$ cat src/rtl/boot_loader_ctrl_if.sv
// rtl/boot_loader_ctrl_if.sv - host word stream between loader host and boot_loader_ctrl
interface boot_loader_ctrl_if #(
  parameter int DATA_WIDTH = 32
);
  logic                  ld_valid;
  logic [DATA_WIDTH-1:0] ld_data;
  logic                  ld_ready;

  modport master (output ld_valid, output ld_data, input  ld_ready);
  modport slave  (input  ld_valid, input  ld_data, output ld_ready);
endinterface

$ cat src/rtl/boot_loader_ctrl.sv
// rtl/boot_loader_ctrl.sv - holds the CPU in reset, streams a program image into memory, then releases the CPU
module boot_loader_ctrl #(
  parameter int ADDR_WIDTH = 16,
  parameter int DATA_WIDTH = 32,
  parameter int RESET_HOLD = 4
) (
  input  logic                  clock,
  input  logic                  reset,
  input  logic                  start,
  input  logic [ADDR_WIDTH-1:0] load_base,
  input  logic [ADDR_WIDTH-1:0] load_len,
  boot_loader_ctrl_if.slave     ld,
  input  logic [ADDR_WIDTH-1:0] cpu_address,
  input  logic                  cpu_we,
  input  logic [DATA_WIDTH-1:0] cpu_data_out,
  output logic [ADDR_WIDTH-1:0] mem_address,
  output logic                  mem_we,
  output logic [DATA_WIDTH-1:0] mem_data,
  output logic                  cpu_reset,
  output logic                  busy,
  output logic                  done,
  output logic [ADDR_WIDTH-1:0] word_count
);

  localparam logic [1:0] S_WAIT = 2'd0;
  localparam logic [1:0] S_LOAD = 2'd1;
  localparam logic [1:0] S_HOLD = 2'd2;
  localparam logic [1:0] S_RUN  = 2'd3;

  localparam int HW = (RESET_HOLD > 1) ? $clog2(RESET_HOLD) : 1;
  localparam logic [HW-1:0] HOLD_INIT = HW'(RESET_HOLD - 1);

  logic [1:0]            state;
  logic [ADDR_WIDTH-1:0] base;
  logic [ADDR_WIDTH-1:0] len;
  logic [HW-1:0]         hold_cnt;
  logic [ADDR_WIDTH-1:0] wc_next;

  assign wc_next = word_count + ADDR_WIDTH'(1);

  always_ff @(posedge clock or negedge reset) begin
    if (!reset) begin
      state      <= S_WAIT;
      base       <= '0;
      len        <= '0;
      word_count <= '0;
      hold_cnt   <= '0;
      done       <= 1'b0;
    end else begin
      done <= 1'b0;
      case (state)
        S_WAIT, S_RUN: begin
          if (start) begin
            base       <= load_base;
            len        <= load_len;
            word_count <= '0;
            // An empty image still pulses cpu_reset for the full hold time
            if (load_len == '0) begin
              state    <= S_HOLD;
              hold_cnt <= HOLD_INIT;
            end else begin
              state <= S_LOAD;
            end
          end
        end
        S_LOAD: begin
          if (ld.ld_valid) begin
            word_count <= wc_next;
            if (wc_next == len) begin
              state    <= S_HOLD;
              hold_cnt <= HOLD_INIT;
            end
          end
        end
        S_HOLD: begin
          if (hold_cnt == '0) begin
            state <= S_RUN;
            done  <= 1'b1;
          end else begin
            hold_cnt <= hold_cnt - HW'(1);
          end
        end
        default: state <= S_WAIT;
      endcase
    end
  end

  assign cpu_reset = (state != S_RUN);
  assign busy      = (state == S_LOAD) || (state == S_HOLD);
  assign ld.ld_ready = (state == S_LOAD);

  // The loader owns the port only in LOAD; elsewhere the CPU drives it but may write only in RUN
  always_comb begin
    mem_address = cpu_address;
    mem_data    = cpu_data_out;
    mem_we      = 1'b0;
    if (state == S_LOAD) begin
      mem_address = base + word_count;
      mem_data    = ld.ld_data;
      mem_we      = ld.ld_valid;
    end else if (state == S_RUN) begin
      mem_we = cpu_we;
    end
  end

endmodule

$ cat src/flat_wrapper.sv
// flat-port wrapper written by rule: the top's interface ports become plain ports
module boot_loader_ctrl_flat 
#(
  parameter int ADDR_WIDTH = 16,
  parameter int DATA_WIDTH = 32,
  parameter int RESET_HOLD = 4
)
  (clock, reset, start, load_base, load_len, cpu_address, cpu_we, cpu_data_out, mem_address, mem_we, mem_data, cpu_reset, busy, done, word_count, ld_ld_valid, ld_ld_data, ld_ld_ready);
  boot_loader_ctrl_if #(.DATA_WIDTH(DATA_WIDTH)) ld_i ();
  input  logic clock;
  input  logic reset;
  input  logic start;
  input  logic [ADDR_WIDTH-1:0] load_base;
  input  logic [ADDR_WIDTH-1:0] load_len;
  input  logic [ADDR_WIDTH-1:0] cpu_address;
  input  logic cpu_we;
  input  logic [DATA_WIDTH-1:0] cpu_data_out;
  output logic [ADDR_WIDTH-1:0] mem_address;
  output logic mem_we;
  output logic [DATA_WIDTH-1:0] mem_data;
  output logic cpu_reset;
  output logic busy;
  output logic done;
  output logic [ADDR_WIDTH-1:0] word_count;
  input wire logic [$bits(ld_i.ld_valid)-1:0] ld_ld_valid;
  input wire logic [$bits(ld_i.ld_data)-1:0] ld_ld_data;
  output wire logic [$bits(ld_i.ld_ready)-1:0] ld_ld_ready;
  assign ld_i.ld_valid = ld_ld_valid;
  assign ld_i.ld_data = ld_ld_data;
  assign ld_ld_ready = ld_i.ld_ready;
  boot_loader_ctrl #(.ADDR_WIDTH(ADDR_WIDTH), .DATA_WIDTH(DATA_WIDTH), .RESET_HOLD(RESET_HOLD)) u_core (.clock(clock), .reset(reset), .start(start), .load_base(load_base), .load_len(load_len), .ld(ld_i), .cpu_address(cpu_address), .cpu_we(cpu_we), .cpu_data_out(cpu_data_out), .mem_address(mem_address), .mem_we(mem_we), .mem_data(mem_data), .cpu_reset(cpu_reset), .busy(busy), .done(done), .word_count(word_count));
endmodule
$ cat config.mk
export PLATFORM = sky130hd
export DESIGN_NAME = boot_loader_ctrl_flat
export DESIGN_NICKNAME = d
export VERILOG_FILES = /design/src/rtl/boot_loader_ctrl_if.sv /design/src/rtl/boot_loader_ctrl.sv /design/src/flat_wrapper.sv
export SDC_FILE = /design/constraint.sdc
export NUM_CORES = 1
export LEC_CHECK = 0
export BUFFER_PORTS_ARGS = -buffer_cell sky130_fd_sc_hd__buf_2
export CORE_MARGIN = 4
export CORE_UTILIZATION = 36
export DETAILED_ROUTE_END_ITERATION = 12
export PLACE_DENSITY_LB_ADDON = 0.25
export SYNTH_ARGS = -nofsm -noshare
export SYNTH_HDL_FRONTEND = slang
export SYNTH_SLANG_ARGS = --single-unit
$ cat constraint.sdc
create_clock -name clock -period 3.3 [get_ports clock]
set_input_delay 0.66 -clock clock [delete_from_list [all_inputs] [get_ports clock]]
set_output_delay 0.66 -clock clock [all_outputs]
set_load 0.01 [all_outputs]
==> impl_metrics.ini <==
[status]
status = finished, violations left
violations = negative setup slack

[cts]
numCtsBuffers = 5
clkLatencyLatePin_ns = 0.29
clkTransAtPathRegs_ns = 0.07
cts_hold_buf = 0
clockRootBuffer = clkbuf_16
cts.path.max_buffers = 2
cts_sinks = 53
cts_tree = yes
cts.htree.levels = 2

[critical_path]
reg2reg_to = u_core.state[0]$_DFFE_PN0P_
required_ns = 2.64
regToRegSetupSlack_ns = 0.17
worstPathArrival_ns = 2.66
crit_fanout = 7
endpoint_kind = output port
critPathLaunch = u_core.base[4]$_DFFE_PN0P_
crit_end = mem_address[14]
crit_path_start_kind = flip-flop
worst-r2r-cell-count = 9
worstSetupPathType = flip-flop to output port
r2r-start = u_core.word_count[3]$_DFFE_PN0P_

[timing]
layout_min_cycle_time_ns = 3.32
layout_worst_path_cycle_share_pct = 101
relSlewSlack_pct = 57.3
tightest_slew_ns = 0.641
final-max-slew-violation-count = 0
report.final.hold_viol_count = 0
setup_tns_ns = -0.0189
fmax_mhz = 301
setup_violations = 1
setup_slack_ns = -0.0189
timing.hold.ws_ns = 0.384
rsz0062_at_grt = true
skew_ns = 0.00547

[synth]
synth_edf_count = 0
synth_flop_cell = dfrtp_1
syn_area_um2 = 4110
syn_inst = 425
yosys.area.top_type = dfrtp_1
async_reset_ff_share_pct = 100
ys_seq_area_share_pct = 32.3
yosys-top-cells-area = dfrtp_1 (32%), mux2_2 (22%), ha_1 (6.1%)
avgSynthCellArea_um2 = 9.67
ys_ff_latch = 53
ys_warn_count = 0
synth_top_area_share_pct = 32.3
synthesis.nets = 563
synth_cell_types = 51

[routing]
drc = 0
route.vias.total = 3916
firstDrtPassIters = 4
vias_per_cell = 5.14
ant_nets = 0
wl_um = 12500
wire_per_inst_um = 16.4
drtIter0Drc = 205

[final_layout]
syn2layout_area_growth_pct = 37.1
antenna_cells = 0
final_common_cell = buf_2
final_util_pct = 51.3
fin_cells = 762
fill_cells = 1043
final_nets = 759
mostFrequentLayoutCells = buf_2 (182), mux2_2 (78), dfrtp_1 (53)
drive_gt1_share_pct = 53.4

[global_route]
grt.total_usage_pct = 17.7
overflow = 0
antenna_found_initial = 0
grt_pass1_wl_um = 19000
grt_max_degree = 35
grt_pass1_vias = 3794

[pwr]
vdd_drop_max_mv = 0.706
p_per_area_nw_per_um2 = 939
leakagePower_nw = 2.76

[place]
placed_cells = 744
dpl.hpwl_um = 9800
port_buffers = 185
gp_congestion = 0.874

[floorplanning]
core_um2 = 11000
die_area_um2 = 13200
start_util_pct = 37.4
die_y_um = 115
fp.dieW_um = 115
rows = 38
ioPinCount = 186

[hold_path]
hp-class = input port to async pin

[job]
maxCapViolCount = 0
==> worst min-delay path by stage <==
| stage | start | to | slack [ns] | cells after the start |
|---|---|---|---|---|
| finish | reset | u_core.len[7]$_DFFE_PN0P_ | 0.38 | 1 |
| CTS | reset | u_core.len[7]$_DFFE_PN0P_ | 0.41 | 1 |
| global route | reset | u_core.len[7]$_DFFE_PN0P_ | 0.44 | 1 |
| floorplan | reset | u_core.base[0]$_DFFE_PN0P_ | 0.36 | 0 |
| detailed placement | u_core.base[11]$_DFFE_PN0P_ | u_core.base[11]$_DFFE_PN0P_ | 0.50 | 1 |
| global placement | u_core.hold_cnt[1]$_DFFE_PN0P_ | u_core.hold_cnt[1]$_DFFE_PN0P_ | 0.49 | 1 |
==> kinds of logic (layout without fill, tap and decap cells) <==
kind of cell | count (synthesis) | count (layout) | share of synthesized area [%]
buffers and inverters | 38 | 235 | 3.77
adder cells (fa/ha/maj) | 21 | 21 | 6.58
AND/OR/NAND/NOR | 111 | 111 | 14.1
flip-flops | 53 | 53 | 32.3
multiplexers | 85 | 85 | 23.2
AO/OA/AOI/OAI | 85 | 85 | 13.3
XOR/XNOR | 32 | 32 | 6.82
==> stage by stage <==
stage / setup WS [ns] / total power [mW] / area, um^2
floorplan: 0.187 / 3.47 / 4110
global placement: 0.163 / 4.39 / 5250
detailed placement: 0.104 / 4.46 / 5250
CTS: -0.00405 / 5.21 / 5540
global route: -0.0775 / 5.70 / 5640
finish: -0.0189 / 5.29 / 5640
==> worst max-delay path, stage by stage, from the launching register on <==
cell      delay (ns)
dfrtp_1         0.41
ha_4            0.28
and2_4          0.15
o211ai_1        0.25
and3_4          0.26
o21ai_4         0.07
a211o_1         0.32
a21oi_2         0.15
xnor2_1         0.09
mux2_4          0.26
buf_6           0.12
==> state kept, by name, indices dropped and copies added (netlist names) <==
signal	cells
u_core.word_count	16
u_core.hold_cnt	2
u_core.base	16
u_core.len	16
u_core.done	1
u_core.state	2
==> power by group <==
part / switching [mW] / internal, mW / total (mW)
clock network: 0.238 / 0.322 / 0.561
logic: 1.76 / 1.74 / 3.50
registers: 0.281 / 0.946 / 1.23
==> synthesized netlist by cell type, drive strengths merged, types with 9 or more instances <==
cell type  number
xor2           14
nor3           12
mux2           81
nor2            9
dfrtp          53
ha             20
a21oi          24
xnor2          18
o21ai          25
inv            13
buf            15
a21o           12
nand3          16
clkbuf         10
nand2          37
==> layout make-up <==
cell class | instances | area [um^2] | area share, %
multi-input cells | 334 | 2760 | 49.0
flip-flops and latches | 53 | 1330 | 23.5
repair buffers | 214 | 1170 | 20.7
well taps | 140 | 175 | 3.11
clock buffers | 7 | 153 | 2.71
inverters | 13 | 48.8 | 0.866
clock inverters | 1 | 5.00 | 0.0888
==> layer usage <==
layer	vias up	share of wire [%]	track usage, %	routed length [um]
met2	99	49	29.2	6170
met1	1856	45	25.1	5660
li1	1949	-	-	-
met5	-	0	0	0
met4	0	0.90	3.36	112
met3	12	4.4	2.16	544
==> timing repair <==
action / CTS / global route
resized for setup: 20 / 11
endpoints found under the setup margin: 3 / 4
endpoints found under the hold margin: 0 / 0
pin swaps: 12 / 10
setup buffers: 5 / 6
Power figures use the tool's default switching activity.
